<file path="src/rtl/hsv_core_commit.sv">
// Commit stage: retires execution-unit packets into the register file, counts retired
// instructions, and sequences flush/acknowledge/redirect on committed control-flow changes.
module hsv_core_commit #(
    parameter int unsigned XLEN      = 32,
    parameter int unsigned NUM_UNITS = 4,
    parameter int unsigned RETIRE_W  = 64
) (
    input  logic                 clk_core,
    input  logic                 rst_core,
    input  logic                 in_valid,
    output logic                 in_ready,
    input  logic [XLEN-1:0]      in_result,
    input  logic [XLEN-1:0]      in_pc,
    input  logic [4:0]           in_rd,
    input  logic                 in_writeback,
    input  logic                 in_jump,
    input  logic [XLEN-1:0]      in_jump_target,
    output logic                 rf_we,
    output logic [4:0]           rf_waddr,
    output logic [XLEN-1:0]      rf_wdata,
    output logic                 flush_req,
    input  logic [NUM_UNITS-1:0] flush_ack,
    output logic                 redirect_valid,
    output logic [XLEN-1:0]      redirect_pc,
    output logic [RETIRE_W-1:0]  retired_count
);

    typedef enum logic [1:0] {StRun, StFlush, StRedirect} state_e;

    state_e               state;
    logic [XLEN-1:0]      jump_target;
    logic [NUM_UNITS-1:0] ack_mask;
    logic [NUM_UNITS-1:0] ack_seen;

    // The pc travels with the packet for tracing only; nothing here consumes it.
    logic unused_pc;
    assign unused_pc = ^in_pc;

    assign in_ready = (state != StRedirect);
    assign ack_seen = ack_mask | flush_ack;

    always_ff @(posedge clk_core or negedge rst_core) begin
        if (!rst_core) begin
            state          <= StRun;
            jump_target    <= '0;
            ack_mask       <= '0;
            rf_we          <= 1'b0;
            rf_waddr       <= '0;
            rf_wdata       <= '0;
            flush_req      <= 1'b0;
            redirect_valid <= 1'b0;
            redirect_pc    <= '0;
            retired_count  <= '0;
        end else begin
            rf_we          <= 1'b0;
            redirect_valid <= 1'b0;
            unique case (state)
                StRun: begin
                    if (in_valid) begin
                        retired_count <= retired_count + 1'b1;
                        if (in_writeback && (in_rd != 5'd0)) begin
                            rf_we    <= 1'b1;
                            rf_waddr <= in_rd;
                            rf_wdata <= in_result;
                        end
                        if (in_jump) begin
                            jump_target <= in_jump_target;
                            ack_mask    <= '0;
                            flush_req   <= 1'b1;
                            state       <= StFlush;
                        end
                    end
                end
                StFlush: begin
                    // Packets accepted here are wrong-path and simply dropped.
                    if (&ack_seen) begin
                        ack_mask       <= '0;
                        flush_req      <= 1'b0;
                        redirect_valid <= 1'b1;
                        redirect_pc    <= jump_target;
                        state          <= StRedirect;
                    end else begin
                        ack_mask <= ack_seen;
                    end
                end
                StRedirect: begin
                    state <= StRun;
                end
                default: begin
                    state <= StRun;
                end
            endcase
        end
    end

endmodule

</file>
<file path="config.mk">
export PLATFORM = sky130hd
export DESIGN_NAME = hsv_core_commit
export DESIGN_NICKNAME = d
export VERILOG_FILES = /design/src/rtl/hsv_core_commit.sv
export SDC_FILE = /design/constraint.sdc
export NUM_CORES = 1
export LEC_CHECK = 0
export CAP_MARGIN = 0
export CORE_ASPECT_RATIO = 1.75
export CORE_MARGIN = 3
export CORE_UTILIZATION = 45
export CTS_CLUSTER_DIAMETER = 50
export DETAILED_ROUTE_END_ITERATION = 7
export GPL_TIMING_DRIVEN = 0
export PLACE_DENSITY = 0.84
export SLEW_MARGIN = 30
export SYNTH_ARGS = -nofsm -noshare
export SYNTH_HDL_FRONTEND = slang
export SYNTH_SLANG_ARGS = --single-unit
</file>
<file path="constraint.sdc">
create_clock -name clk_core -period 2.7 [get_ports clk_core]
set_input_delay 0.54 -clock clk_core [delete_from_list [all_inputs] [get_ports clk_core]]
set_output_delay 0.54 -clock clk_core [all_outputs]
set_load 0.02 [all_outputs]
</file>
==> flow_summary.ini <==
[layout]
postLayoutCellArea_um2 = 10200
drive_above_1_share_pct = 14.3
final_util_pct = 65.9
stdcell_count = 1038
fin_nets = 950
antennaDiodeCount = 0
area_growth_pct = 43.3

[outcome]
run_status = finished clean

[sta]
hold_violations = 0
slew_viol_final = 0
rsz0062_at_grt = no
finalCriticalPeriod_ns = 2.49
max_freq_ghz = 0.401
finalSetupViolations = 0
finalClockSkew_ns = 0.0153
fin_crit_sh_pct = 92.3
worst_pin_slew_ns = 0.657
setup_tns_ns = 0
slew_headroom_pct = 55.8
hold_slack_ns = 0.0267

[yosys]
synth_enable_flop_cells = 0
yosysSeqAreaShare_pct = 61.2
yosysTopAreaCell = dfrtp_1
synth_top_cells_by_count = dfrtp_1, nand2_1, mux2_2, xnor2_1
syn_inst = 600
yosysMostFrequentCell = dfrtp_1
ys_async_sr_fraction_pct = 100
synthDistinctLibCells = 35
synth_nets = 711
synth_top_flop_cell = dfrtp_1
netlist_top_cells_area = dfrtp_1, mux2_2, nand2_1, xnor2_1, xor2_1
ys_seq_elements = 174
syn_area_per_cell_um2 = 11.9
synth.top_cell.area_share_pct = 61.2
yosys_warnings = 0
synth_area_um2 = 7110

[critical_path]
start_kind = primary input
setup.worst_path.class = in -> reg
arrival_ns = 2.78
cp-end-kind = flop
required_ns = 2.98
cp_max_fo = 7

[power]
seq_power_share_pct = 40.4
p_per_area_nw_per_um2 = 957
internal_power_w = 0.00653
power_frac_comb_pct = 34.6
p_sw_w = 0.00323
ir_worst_vdd_mv = 0.719
p_clk_share_pct = 25.0
cellLeakagePower_nw = 4.48
sw_frac_of_total_pct = 33.1

[clock_network]
clkSlewWorstSetupHoldPaths_ns = 0.07
clk_path_buf_depth = 2
numCtsBuffers = 17
hold_buffers = 0
cts_tree = built
insertion_delay_ns = 0.41
cts_max_level = 4
clock-root-buffer = clkbuf_16
clock_sinks = 174

[grt]
grt_pass1_wl_mm = 28.2
grt_max_degree = 72
grt-ovfl-total = 0
grt_pass1_vias = 5537
grtUsageTotal_pct = 20.5
antenna_found_initial = 0

[route]
totalWireLength_mm = 17.6
antenna_left = 0
drc = 0
first_pass_iters = 4
viasPerCell = 5.12
vias = 5312
wire_per_inst_um = 17.0
drt_iter0_drc = 123

[floorplan]
dieArea_um2 = 17400
core_area_um2 = 15500
placementRows = 60
dieHeight_um = 172
io_pins = 247
start_util_pct = 46.0
die_w_um = 101

[worst_hold_path]
min_path_type = in -> async

[place]
place.gp.congestion = 0.862
dp_cells = 1003
portBuffers = 214
placed_area_um2 = 9560
hpwl_mm = 13.4

[job]
drv_cap = 0
## worst max-delay path: stages
cell	delay (ns)
clkdlybuf4s50_1	0.51
or3b_1	0.35
buf_2	0.18
nor4_4	0.39
and2_0	0.17
clkbuf_1	0.30
nand4_1	0.16
xnor2_1	0.17
## registers in the layout (all words and copies together), names as in the netlist, 2 cells and up
| signal | cells |
|---|---|
| retired_count | 64 |
| redirect_pc | 32 |
| rf_wdata | 32 |
| state | 2 |
| rf_waddr | 5 |
| jump_target | 32 |
| ack_mask | 4 |
## final cells by class
class	count	area, µm²
fill	1169	5270
sequential	174	4350
multi-input combinational	397	2670
timing repair buffer	220	2230
clock buffer	19	443
tap	186	233
clock inverter	13	143
buffer	17	73.8
inverter	12	45.0
## worst paths after layout
path	cells past startpoint	to	slack, ns	from
worst max-delay path	8	retired_count[59]	0.21	in_valid
worst min-delay path	1	retired_count[58]	0.03	rst_core
worst max register to register	7	retired_count[59]	0.36	state[0]
worst min register to register	1	retired_count[63]	0.47	retired_count[63]
max in group asynchronous	3	rf_wdata[2]	1.68	rst_core
min in group clk_core	1	retired_count[63]	0.47	retired_count[63]
## metal layers
metal  vias up  global-route usage [%]  part of all wire [%]
li1       2514                       -                     -
met1      2617                    22.8                    36
met2       158                    37.3                    56
met3        23                    5.57                   6.1
met4         0                    7.12                   2.0
met5         -                       0                     0
## cells in the final DEF (no fill, tap or decap), types with 4 or more instances in the layout
cell / instances
a21oi_1: 5
and3_1: 6
clkbuf_1: 15
clkbuf_16: 17
clkdlybuf4s50_1: 213
dfrtp_1: 174
inv_1: 11
inv_6: 5
inv_8: 4
mux2_2: 67
nand2_1: 125
nand3_1: 28
nand4_1: 18
nor2_1: 26
nor3_1: 15
nor4_1: 10
nor4_2: 4
xnor2_1: 35
xor2_1: 28
## per-stage QoR
stage	setup slack, ns	total power, W
finish	0.207	0.00976
global route	0.0228	0.0103
CTS	0.0229	0.00988
detailed placement	-0.404	0.00740
global placement	-6.00	0.00729
floorplan	0.387	0.00566
## power by group through the flow
stage          sequential (W)  clock [W]  combinational (W)
5_1_grt               0.00406    0.00262            0.00362
2_1_floorplan         0.00461          0            0.00106
3_3_place_gp          0.00395          0            0.00333
3_5_place_dp          0.00399          0            0.00341
4_1_cts               0.00395    0.00250            0.00343
6_report              0.00394    0.00244            0.00337
## timing repair
action / in CTS / in global routing
buffers inserted: 0 / 3
gates resized for setup: 0 / 5
endpoints found under the setup margin: 0 / 19
## cells by family (layout without fill, tap and decap cells)
| group | Yosys count | after routing | synth area share [%] |
|---|---|---|---|
| compound gates | 9 | 9 | 0.774 |
| xor+xnor | 63 | 63 | 7.76 |
| fa+ha+maj | 1 | 1 | 0.176 |
| buf+inv | 29 | 281 | 1.65 |
| flops | 174 | 174 | 61.2 |
| mux | 67 | 67 | 10.6 |
| simple gates | 257 | 257 | 17.8 |
(Power assumes the default switching activity.)
